### src/rtl/ifu_fetch.sv
// ifu_fetch: owns the PC, issues single-outstanding word reads to imem and buffers results for decode.
// Define IFU_PERF_EN to add perf_fetch_cnt (instructions accepted by decode).
module ifu_fetch #(
    parameter int               WIDTH    = 32,
    parameter logic [WIDTH-1:0] RESET_PC = 32'h8000_0000,
    parameter int               DEPTH    = 2
) (
    input  logic             clk,
    input  logic             rst,
    output logic             imem_req,
    output logic [WIDTH-1:0] imem_addr,
    input  logic             imem_gnt,
    input  logic             imem_rvalid,
    input  logic [WIDTH-1:0] imem_rdata,
    input  logic             redirect_valid,
    input  logic [WIDTH-1:0] redirect_pc,
    output logic             inst_valid,
    output logic [WIDTH-1:0] inst,
    output logic [WIDTH-1:0] inst_pc,
    input  logic             inst_ready
`ifdef IFU_PERF_EN
    ,
    output logic [31:0]      perf_fetch_cnt
`endif
);

    localparam int PW = $clog2(DEPTH);
    localparam int CW = PW + 1;
    localparam logic [CW-1:0] FULL = CW'(DEPTH);

    typedef enum logic [1:0] {IDLE, REQ, WAIT, DROP} state_t;

    state_t           state;
    logic [WIDTH-1:0] pc;
    logic [WIDTH-1:0] req_pc;
    logic [WIDTH-1:0] buf_inst [DEPTH];
    logic [WIDTH-1:0] buf_pc   [DEPTH];
    logic [PW-1:0]    rd_ptr;
    logic [PW-1:0]    wr_ptr;
    logic [CW-1:0]    count;
    logic [CW-1:0]    count_after;
    logic             push;
    logic             pop;
    logic             room_after;
    logic             stale_pending;
    logic [WIDTH-1:0] redirect_target;
    logic             unused_redirect_lsbs;

    assign redirect_target      = {redirect_pc[WIDTH-1:2], 2'b00};
    assign unused_redirect_lsbs = ^redirect_pc[1:0];

    assign push        = (state == WAIT) && imem_rvalid && !redirect_valid;
    assign pop         = inst_valid && inst_ready;
    assign count_after = count + CW'(push) - CW'(pop);
    assign room_after  = count_after < FULL;

    // A redirect must wait out a granted-but-unreturned read so its data is never mistaken for the new path.
    assign stale_pending = ((state == REQ) && imem_gnt) ||
                           (((state == WAIT) || (state == DROP)) && !imem_rvalid);

    assign imem_addr  = pc;
    assign inst_valid = count != '0;
    assign inst       = buf_inst[rd_ptr];
    assign inst_pc    = buf_pc[rd_ptr];

    always_ff @(posedge clk or negedge rst) begin
        if (!rst) begin
            state    <= IDLE;
            pc       <= RESET_PC;
            req_pc   <= '0;
            imem_req <= 1'b0;
        end else if (redirect_valid) begin
            pc <= redirect_target;
            if (stale_pending) begin
                state    <= DROP;
                imem_req <= 1'b0;
            end else begin
                state    <= REQ;
                imem_req <= 1'b1;
            end
        end else begin
            case (state)
                IDLE: begin
                    if (count < FULL) begin
                        state    <= REQ;
                        imem_req <= 1'b1;
                    end
                end
                REQ: begin
                    if (imem_gnt) begin
                        state    <= WAIT;
                        imem_req <= 1'b0;
                        req_pc   <= pc;
                    end
                end
                WAIT: begin
                    if (imem_rvalid) begin
                        pc <= pc + WIDTH'(4);
                        if (room_after) begin
                            state    <= REQ;
                            imem_req <= 1'b1;
                        end else begin
                            state    <= IDLE;
                            imem_req <= 1'b0;
                        end
                    end
                end
                DROP: begin
                    if (imem_rvalid) begin
                        state    <= REQ;
                        imem_req <= 1'b1;
                    end
                end
                default: begin
                    state    <= IDLE;
                    imem_req <= 1'b0;
                end
            endcase
        end
    end

    // Redirect flushes the whole buffer and overrides any same-cycle push or pop.
    always_ff @(posedge clk or negedge rst) begin
        if (!rst) begin
            rd_ptr <= '0;
            wr_ptr <= '0;
            count  <= '0;
            for (int i = 0; i < DEPTH; i++) begin
                buf_inst[i] <= '0;
                buf_pc[i]   <= '0;
            end
        end else if (redirect_valid) begin
            rd_ptr <= '0;
            wr_ptr <= '0;
            count  <= '0;
        end else begin
            if (push) begin
                buf_inst[wr_ptr] <= imem_rdata;
                buf_pc[wr_ptr]   <= req_pc;
                wr_ptr           <= wr_ptr + PW'(1);
            end
            if (pop) begin
                rd_ptr <= rd_ptr + PW'(1);
            end
            count <= count_after;
        end
    end

`ifdef IFU_PERF_EN
    always_ff @(posedge clk or negedge rst) begin
        if (!rst) begin
            perf_fetch_cnt <= '0;
        end else if (pop && !redirect_valid) begin
            perf_fetch_cnt <= perf_fetch_cnt + 32'd1;
        end
    end
`endif

endmodule

### config.mk
export PLATFORM = sky130hd
export DESIGN_NAME = ifu_fetch
export DESIGN_NICKNAME = d
export VERILOG_FILES = /design/src/rtl/ifu_fetch.sv
export SDC_FILE = /design/constraint.sdc
export NUM_CORES = 1
export LEC_CHECK = 0
export ABC_AREA = 1
export BUFFER_PORTS_ARGS = -buffer_cell sky130_fd_sc_hd__buf_2
export CAP_MARGIN = 20
export CORE_UTILIZATION = 50
export CTS_CLUSTER_SIZE = 8
export DETAILED_ROUTE_END_ITERATION = 10
export GPL_TIMING_DRIVEN = 0
export PLACE_DENSITY = 0.76
export SYNTH_ARGS = -nofsm -noshare
export SYNTH_HDL_FRONTEND = slang
export SYNTH_SLANG_ARGS = --single-unit
### constraint.sdc
create_clock -name clk -period 2.1 [get_ports clk]
set_input_delay 0.21 -clock clk [delete_from_list [all_inputs] [get_ports clk]]
set_output_delay 0.21 -clock clk [all_outputs]
set_load 0.01 [all_outputs]
# After elaboration in Yosys (flattened, before gate mapping)
# Cells that the tools add are included.
# totals
ram_bits	0
output_inout_bits	98
latch_bits	0
mem_bits_ro	0
memories	0
regBits	199
# op_classes
mux	34
order_cmp	5
div	0
n_mul	0
eq_ne	7
n_addsub	5
bitwise	3
reduce_logical	20
shift	0
# ops
op	count
$mux 32	10
$bwmux 64	2
$add 32x3->32 const B	1
$demux 32 s1	1
$mux 2	7
$mux 1	12
$ne 3x3->1 const B	4
$reduce_bool 2->1	5
$pmux 2 s4	1
$logic_and 1x1->1	6
$eq 2x2->1 const B	2
$ge 2x2->1 const B	2
$lt 2x2->1 const B	2
$not 1->2	2
$pmux 1 s4	1
$reduce_and 2->1	2
$reduce_and 4->1	1
$reduce_and 3->1	1
$add 1x1->1 const B	2
$add 2x1->2	1
$eq 2x1->1 const B	1
$logic_not 1->1	2
$logic_not 2->1	1
$logic_or 1x1->1	2
other kinds (3)	3

# Depth between registers and ports, before layout
# Gate-level depths: netlist of run 1.
# depth
ltp_word	10
mapped_depth	15
ltp_nobuf	15

# Worst setup path after synthesis of run 1
# Ideal clock, no wire load.
# synth_timing
path_kind	flip-flop to flip-flop
startpoint	register count[1]
endpoint	register imem_req
period_less_slack_ns	1.968
t_arrival_ns	1.851
stages_incl_launch_ff	14
setup_slack_ns	0.132
setup_ns	0.117
required_time_ns	1.983
cell_sequence	dfrtp_1 or2_2 nand2_1 inv_1 ha_1 inv_1 ha_1 xor2_1 nand2_1 nand2_1 nor2_1 nand2_1 nand3_1 nand2_1
# synth_between
elab_chain_len	8
# synth_lines
element	line_no	rtl
start, declared	40	logic [CW-1:0] count;
start signal, assigned	145	count <= count_after;
$reduce_bool 2->1	62	assign inst_valid = count != '0;
via inst_valid	17	output logic inst_valid,
$logic_and 1x1->1	53	assign pop = inst_valid && inst_ready;
$sub 2x1->2	54	assign count_after = count + CW'(push) - CW'(pop);
$lt 2x2->1	55	assign room_after = count_after < FULL;
$mux 1	99	if (room_after) begin
$mux 1	97	if (imem_rvalid) begin
$pmux 1 s4	82	case (state)
$mux 1	72	end else if (redirect_valid) begin
end signal, assigned	71	imem_req <= 1'b0;
end signal, assigned	76	imem_req <= 1'b0;
end signal, assigned	101	imem_req <= 1'b1;
end, declared	10	output logic imem_req,
# The timed path passes the listed nets, and every way through them passes these cells. The select of a mux whose other input is x is not followed.
# A chain may end at the register's enable or synchronous reset.

# Worst setup path in the final report of run 1
# layout_timing
startpoint	register state[1]
endpoint	register imem_req
# layout_between
elab_chain_len	10
# layout_lines
element	line_no	rtl
start, declared	33	state_t state;
start signal, assigned	68	state <= IDLE;
start signal, assigned	75	state <= DROP;
start signal, assigned	78	state <= REQ;
$eq 2x2->1	52, 59, 82	
$logic_and 1x1->1 (2 in a row)	52	assign push = (state == WAIT) && imem_rvalid && !redirect_valid;
$add 2x1->2	54	
$sub 2x1->2	54	
$lt 2x2->1	55	
$mux 1	99	
$mux 1	97	
$pmux 1 s4	82	
$mux 1	72	
# Parallel ways exist; a longest one is shown, timed or not. The select of a mux whose other input is x is not followed.

==> flow_metrics.env, run 1 <==
export IMPL_outcome="finished, final reports clean"
export IMPL_die_area_um2=18540
export IMPL_firstDrtPassIters=5
export IMPL_synth_edf_count=0
export IMPL_ios=168
export IMPL_power_mw=13.19
export IMPL_portBuffers=161
export IMPL_grt_total_usage=0.2624
export IMPL_multi_input_area_um2=3513
export IMPL_clkSlewWorstSetupHoldPaths_ns=0.07
export IMPL_cts_tree="done"
export IMPL_synth_xor_area_frac=0.006811
export IMPL_synthAdderAreaFrac=0.004170
export IMPL_register_area_um2=4782
export IMPL_die_height_um=136.2
export IMPL_p_leak_nw=5.827
export IMPL_drc_errors=0
export IMPL_yosys_area_top_type="dfrtp_1"
export IMPL_yosys_warnings=0
export IMPL_insertion_delay_ns=0.43
export IMPL_dp_hpwl_mm=16.54
export IMPL_synth_compound_area_frac=0.1079
export IMPL_crit_fanout=5
export IMPL_clock_sinks=191
export IMPL_synth_top_family_by_area="simple AND/OR/NAND/NOR gates"
export IMPL_die_w_um=136.2
export IMPL_core_area_um2=17420
export IMPL_wirelength_mm=23.37
export IMPL_grt_overflow=0
export IMPL_maxSlewHeadroom=0.5730
export IMPL_cp_data_required_time_ns=2.42
export IMPL_post_route_util=0.6298
export IMPL_cp_end_kind="flop"
export IMPL_cp_arrival_ns=2.36
export IMPL_cts_root_buf="clkbuf_16"
export IMPL_numCtsBuffers=17
export IMPL_synth_top_cell_area_share=0.5282
export IMPL_cts_htree_levels=4
export IMPL_synth_area_mux_share=0
export IMPL_nets=1427
export IMPL_drive_gt1_frac=0.2006
export IMPL_grt_max_degree=111
export IMPL_place_inst=1542
export IMPL_cap_violations=0
export IMPL_dr_first_iter_drc_count=500
export IMPL_routed_via_count=8127
export IMPL_synthFlopType="dfrtp_1"
export IMPL_p_per_area_nw_per_um2=1202
export IMPL_synth_seq_area_share=0.5311
export IMPL_startpoint_type="flop"
export IMPL_max_vdd_ir_drop_v=0.0006834
export IMPL_ys_top_cells_by_count="nand2_1, dfrtp_1, o21ai_1, inv_1, nor2_1"
export IMPL_path_cells="inv_2, nor2_4, nand2_4, nor2_8, inv_4, ha_4, inv_2, ha_4, xor2_2, nand2_1, nand2_2, nor2_2, nand2_1, nand3_1, nand2_1"
export IMPL_syn_area_um2=9001
export IMPL_skew_ns=0.009941
export IMPL_finalCritPeriodShare=0.9711
export IMPL_slowest_delay_ns=0.37
export IMPL_synth_ff_latch_count=191
export IMPL_vias_per_cell=5.108
export IMPL_drv_slew=0
export IMPL_grt_pass1_wl_mm=37.36
export IMPL_synth_area_per_cell_um2=7.813
export IMPL_hold_violations=0
export IMPL_cp_num_cells=15
export IMPL_whs_path_depth=3
export IMPL_crit_family="simple AND/OR/NAND/NOR gates"
export IMPL_fin_cells=1591
export IMPL_rows=48
export IMPL_fillers=1557
export IMPL_place_congestion=0.9010
export IMPL_grt_pass1_vias=7592
export IMPL_antenna_cells=0
export IMPL_path_class="reg -> reg"
export IMPL_ant_nets=0
export IMPL_start_util=0.5168
export IMPL_fmax_ghz=0.4904
export IMPL_hold_class="in -> reg"
export IMPL_reg2reg_depth=15
export IMPL_antenna_found_initial=0
export IMPL_setup_viol=0
export IMPL_crit_top_cell="nand2_1"
export IMPL_clockBufferDepth=2
export IMPL_critPathBufInv=3
export IMPL_routedWlPerCell_um=14.69
export IMPL_async_flop_share=1.000
export IMPL_place_ws_ns=-0.1778
export IMPL_syn_inst=1152
export IMPL_layout_setup_ws_ns=0.06076
export IMPL_synth_simple_area_share=0.2645
export IMPL_worstMarginPinSlew_ns=0.6405
export IMPL_synthTopCellsByArea="dfrtp_1, nand2_1, o21ai_1"
export IMPL_area_growth_pct=21.87
export IMPL_critical_path_slowest_cell="dfrtp_1"
export IMPL_yosysMostFrequentCell="nand2_1"
export IMPL_synth_cell_types=31
export IMPL_min_period_ns=2.039
==> report_power, final <==
group / internal (mW) / switching [mW] / leakage (nW)
clock: 2.00 / 1.38 / 0.295
combinational: 1.67 / 2.60 / 3.06
sequential: 4.83 / 0.710 / 2.47
total: 8.50 / 4.69 / 5.83
==> layer usage <==
layer	routed length, um	part of all wire	global-route usage	vias up
li1	-	-	-	4014
met1	10610	0.45	0.3622	3804
met2	10910	0.47	0.4213	281
met3	1467	0.063	0.04139	28
met4	376	0.016	0.08889	0
met5	0	0	0	-
==> stage by stage <==
step                area [um2]  TNS [ns]  hold slack, ns
floorplan                 9012         0        -0.08559
global placement         10100   -428.99          0.4257
detailed placement       10140   -0.3336          0.2440
CTS                      10860         0       0.0006182
finish                   10970         0         0.01275
global route             10970  -0.04753         0.01196
==> cell type report <==
cell class	instances	share of cell area
multi-input combinational	796	0.3203
clock inverter	9	0.01198
clock buffer	22	0.04414
tap	225	0.02566
sequential	191	0.4360
timing repair buffer	181	0.09148
inverter	111	0.03821
buffer	56	0.03228
==> registers in the layout, summed over array words and instances (netlist names) <==
register / flops
imem_req: 1
rd_ptr: 1
state: 2
imem_addr: 30
count: 2
buf_inst: 64
buf_pc: 60
req_pc: 30
wr_ptr: 1
==> cells in the final DEF, fill, tap and decap left out, types with 17 or more instances in the layout <==
cell type,synthesis,routed
nor2_1,61,60
clkbuf_16,0,17
nand2_1,467,465
o21ai_0,42,42
nand3_1,46,46
o21ai_1,119,119
buf_4,10,22
dfrtp_1,190,189
buf_2,12,174
inv_1,107,105
==> worst register-to-register path: cells and delay by family, from the launching register on <==
kind / cells / cell delay [ns]
adder cells (fa/ha/maj): 2 / 0.41
flip-flops: 1 / 0.37
buffers and inverters: 3 / 0.17
AND/OR/NAND/NOR: 9 / 0.84
XOR/XNOR: 1 / 0.14
==> path summary, 6_finish.rpt <==
check | to | from | slack (ns)
setup reg to reg | imem_req | state[1] | 0.06
setup / recovery | imem_req | state[1] | 0.06
hold reg to reg | req_pc[2] | req_pc[2] | 0.48
min in group asynchronous | buf_inst[56] | rst | 0.35
hold / removal | imem_addr[20] | redirect_pc[20] | 0.01
max in group asynchronous | buf_pc[22] | rst | 0.77
==> logic make-up after synthesis <==
family / count (synthesis)
AOI/OAI and AO/OA: 186
xor gates and xnor gates: 7
adders and majority gates: 3
buffers and inverters: 168
DFF: 191
other: 1
and+or+nand+nor: 596
==> repair_timing <==
action,4_1_cts,5_1_grt
pin swaps,1,8
buffers inserted,3,9
endpoints found under the setup margin,63,4
hold buffers,7,0
gates resized for setup,12,9
endpoints found under the hold margin,86,0
Note: power is estimated with default switching activity, not from simulation.
==> inputs of run 2 (changes only) <==
--- a/config.mk
+++ b/config.mk
@@ -8,11 +8,10 @@
 export ABC_AREA = 1
 export BUFFER_PORTS_ARGS = -buffer_cell sky130_fd_sc_hd__buf_2
 export CAP_MARGIN = 20
-export CORE_UTILIZATION = 50
+export CORE_UTILIZATION = 56
 export CTS_CLUSTER_SIZE = 8
 export DETAILED_ROUTE_END_ITERATION = 10
-export GPL_TIMING_DRIVEN = 0
-export PLACE_DENSITY = 0.76
+export PLACE_DENSITY = 0.86
 export SYNTH_ARGS = -nofsm -noshare
 export SYNTH_HDL_FRONTEND = slang
 export SYNTH_SLANG_ARGS = --single-unit
==> constraint.sdc (replaced) <==
create_clock -name clk -period 2 [get_ports clk]
set_input_delay 0.2 -clock clk [delete_from_list [all_inputs] [get_ports clk]]
set_output_delay 0.2 -clock clk [all_outputs]
set_load 0.01 [all_outputs]
==> flow_metrics.env, run 2 (synthesized netlist as in run 1, its figures left out) <==
export IMPL_outcome="finished, final reports clean"
export IMPL_final_common_cell="nand2_1"
export IMPL_numCtsBuffers=17
export IMPL_cp_end_kind="flop"
export IMPL_cp_arrival_ns=2.30
export IMPL_clkSlewWorstSetupHoldPaths_ns=0.07
export IMPL_post_route_util=0.6996
export IMPL_cap_violations=0
export IMPL_path_class="reg -> reg"
export IMPL_fmax_ghz=0.5043
export IMPL_skew_ns=0.01095
export IMPL_whs_ns=0.01117
export IMPL_cts_tree="done"
export IMPL_layout_setup_ws_ns=0.01714
export IMPL_rows=45
export IMPL_grt_pass1_wl_mm=34.06
export IMPL_layout_common_cells="nand2_1, dfrtp_1, buf_2, o21ai_1, inv_1"
export IMPL_fin_cells=1538
export IMPL_min_period_ns=1.983
export IMPL_portBuffers=161
export IMPL_area_growth_pct=19.91
export IMPL_place_inst=1491
export IMPL_setup_viol=0
export IMPL_drc_errors=0
export IMPL_clockBufferDepth=2
export IMPL_routed_via_count=7907
export IMPL_antenna_cells=0
export IMPL_ios=168
export IMPL_antenna_found_initial=0
export IMPL_die_area_um2=16580
export IMPL_cp_data_required_time_ns=2.31
export IMPL_grt_pass1_vias=7172
export IMPL_largest_reg_flops=64
export IMPL_grt_total_usage=0.2627
export IMPL_ant_nets=0
export IMPL_cts_htree_levels=4
export IMPL_core_area_um2=15430
export IMPL_finalCritPeriodShare=0.9914
export IMPL_maxSlewHeadroom=0.6225
export IMPL_worstMarginPinSlew_ns=0.5663
export IMPL_max_vdd_ir_drop_v=0.0006490
export IMPL_vias_per_cell=5.141
export IMPL_crit_fanout=3
export IMPL_firstDrtPassIters=5
export IMPL_wirelength_mm=21.13
export IMPL_drive_gt1_frac=0.1884
export IMPL_start_util=0.5835
export IMPL_rsz0062_at_grt="yes"
export IMPL_p_per_area_nw_per_um2=1250
export IMPL_grt_max_degree=125
export IMPL_place_congestion=0.9396
export IMPL_die_height_um=128.8
export IMPL_hold_class="in -> reg"
export IMPL_place_ws_ns=-0.06880
export IMPL_drv_slew=0
export IMPL_reg_top3="buf_inst x64, buf_pc x60"
export IMPL_dr_first_iter_drc_count=589
export IMPL_clock_sinks=191
export IMPL_top_register="buf_inst"
export IMPL_die_w_um=128.8
export IMPL_startpoint_type="flop"
export IMPL_routedWlPerCell_um=13.74
export IMPL_insertion_delay_ns=0.43
export IMPL_tns_ns=0
export IMPL_hold_violations=0
export IMPL_dp_hpwl_mm=14.39
export IMPL_nets=1387
export IMPL_p_leak_nw=5.742
export IMPL_cts_root_buf="clkbuf_16"
export IMPL_grt_overflow=0
-- run 2: area by class of cell --
cell class | instances | area, um2
clock buffer | 21 | 480.5
tap | 211 | 264.0
sequential | 191 | 4782
timing repair buffer | 197 | 1234
clock inverter | 11 | 83.83
fill | 1261 | 4634
inverter | 111 | 416.7
multi-input combinational | 796 | 3532
-- run 2: what timing repair did --
action / 4_1_cts / 5_1_grt
pin swaps: 3 / 8
setup buffers: 0 / 6
resized for setup: 4 / 9
endpoints found under the setup margin: 2 / 40
hold buffers: 9 / 0
hold endpoints to repair: 54 / 0
-- run 2: per-layer routing --
metal	vias to the layer above	routed length, um	GRT usage
li1	3938	-	-
met1	3664	9505	0.3623
met2	284	10010	0.4258
met3	21	1411	0.04449
met4	0	209	0.08443
met5	-	0	0
-- run 2: worst max-delay path: stages, from the launching register on --
cell	delay, ns
dfrtp_1	0.35
inv_2	0.06
nor2_4	0.14
nand2_4	0.08
nor2_8	0.08
inv_2	0.05
ha_4	0.26
inv_2	0.04
ha_4	0.17
xor2_4	0.15
nand2_1	0.07
nand2_1	0.06
nor2_2	0.12
nand2_1	0.09
nand3_1	0.09
nand2_1	0.05
-- run 2: path summary, 6_finish.rpt --
| path | end | start | slack [ns] | depth (start not counted) |
|---|---|---|---|---|
| setup / recovery | imem_req | state[1] | 0.02 | 15 |
| hold reg to reg | req_pc[6] | req_pc[6] | 0.48 | 2 |
| hold / removal | imem_addr[21] | redirect_pc[21] | 0.01 | 3 |
| setup reg to reg | imem_req | state[1] | 0.02 | 15 |
| max in group asynchronous | imem_addr[31] | rst | 1.02 | 3 |
| min in group asynchronous | buf_inst[23] | rst | 0.29 | 2 |
-- run 2: where the power goes --
| part | internal, mW | switching, mW | total, mW |
|---|---|---|---|
| clock | 1.73 | 1.45 | 3.18 |
| sequential | 5.07 | 0.744 | 5.81 |
| combinational | 1.80 | 2.70 | 4.50 |
| total | 8.60 | 4.89 | 13.5 |
-- run 2: stage by stage --
step | area, um2 | power [mW]
floorplan | 9012 | 8.432
global placement | 10030 | 9.972
detailed placement | 10030 | 10.19
finish | 10790 | 13.49
CTS | 10700 | 13.43
global route | 10790 | 14.41
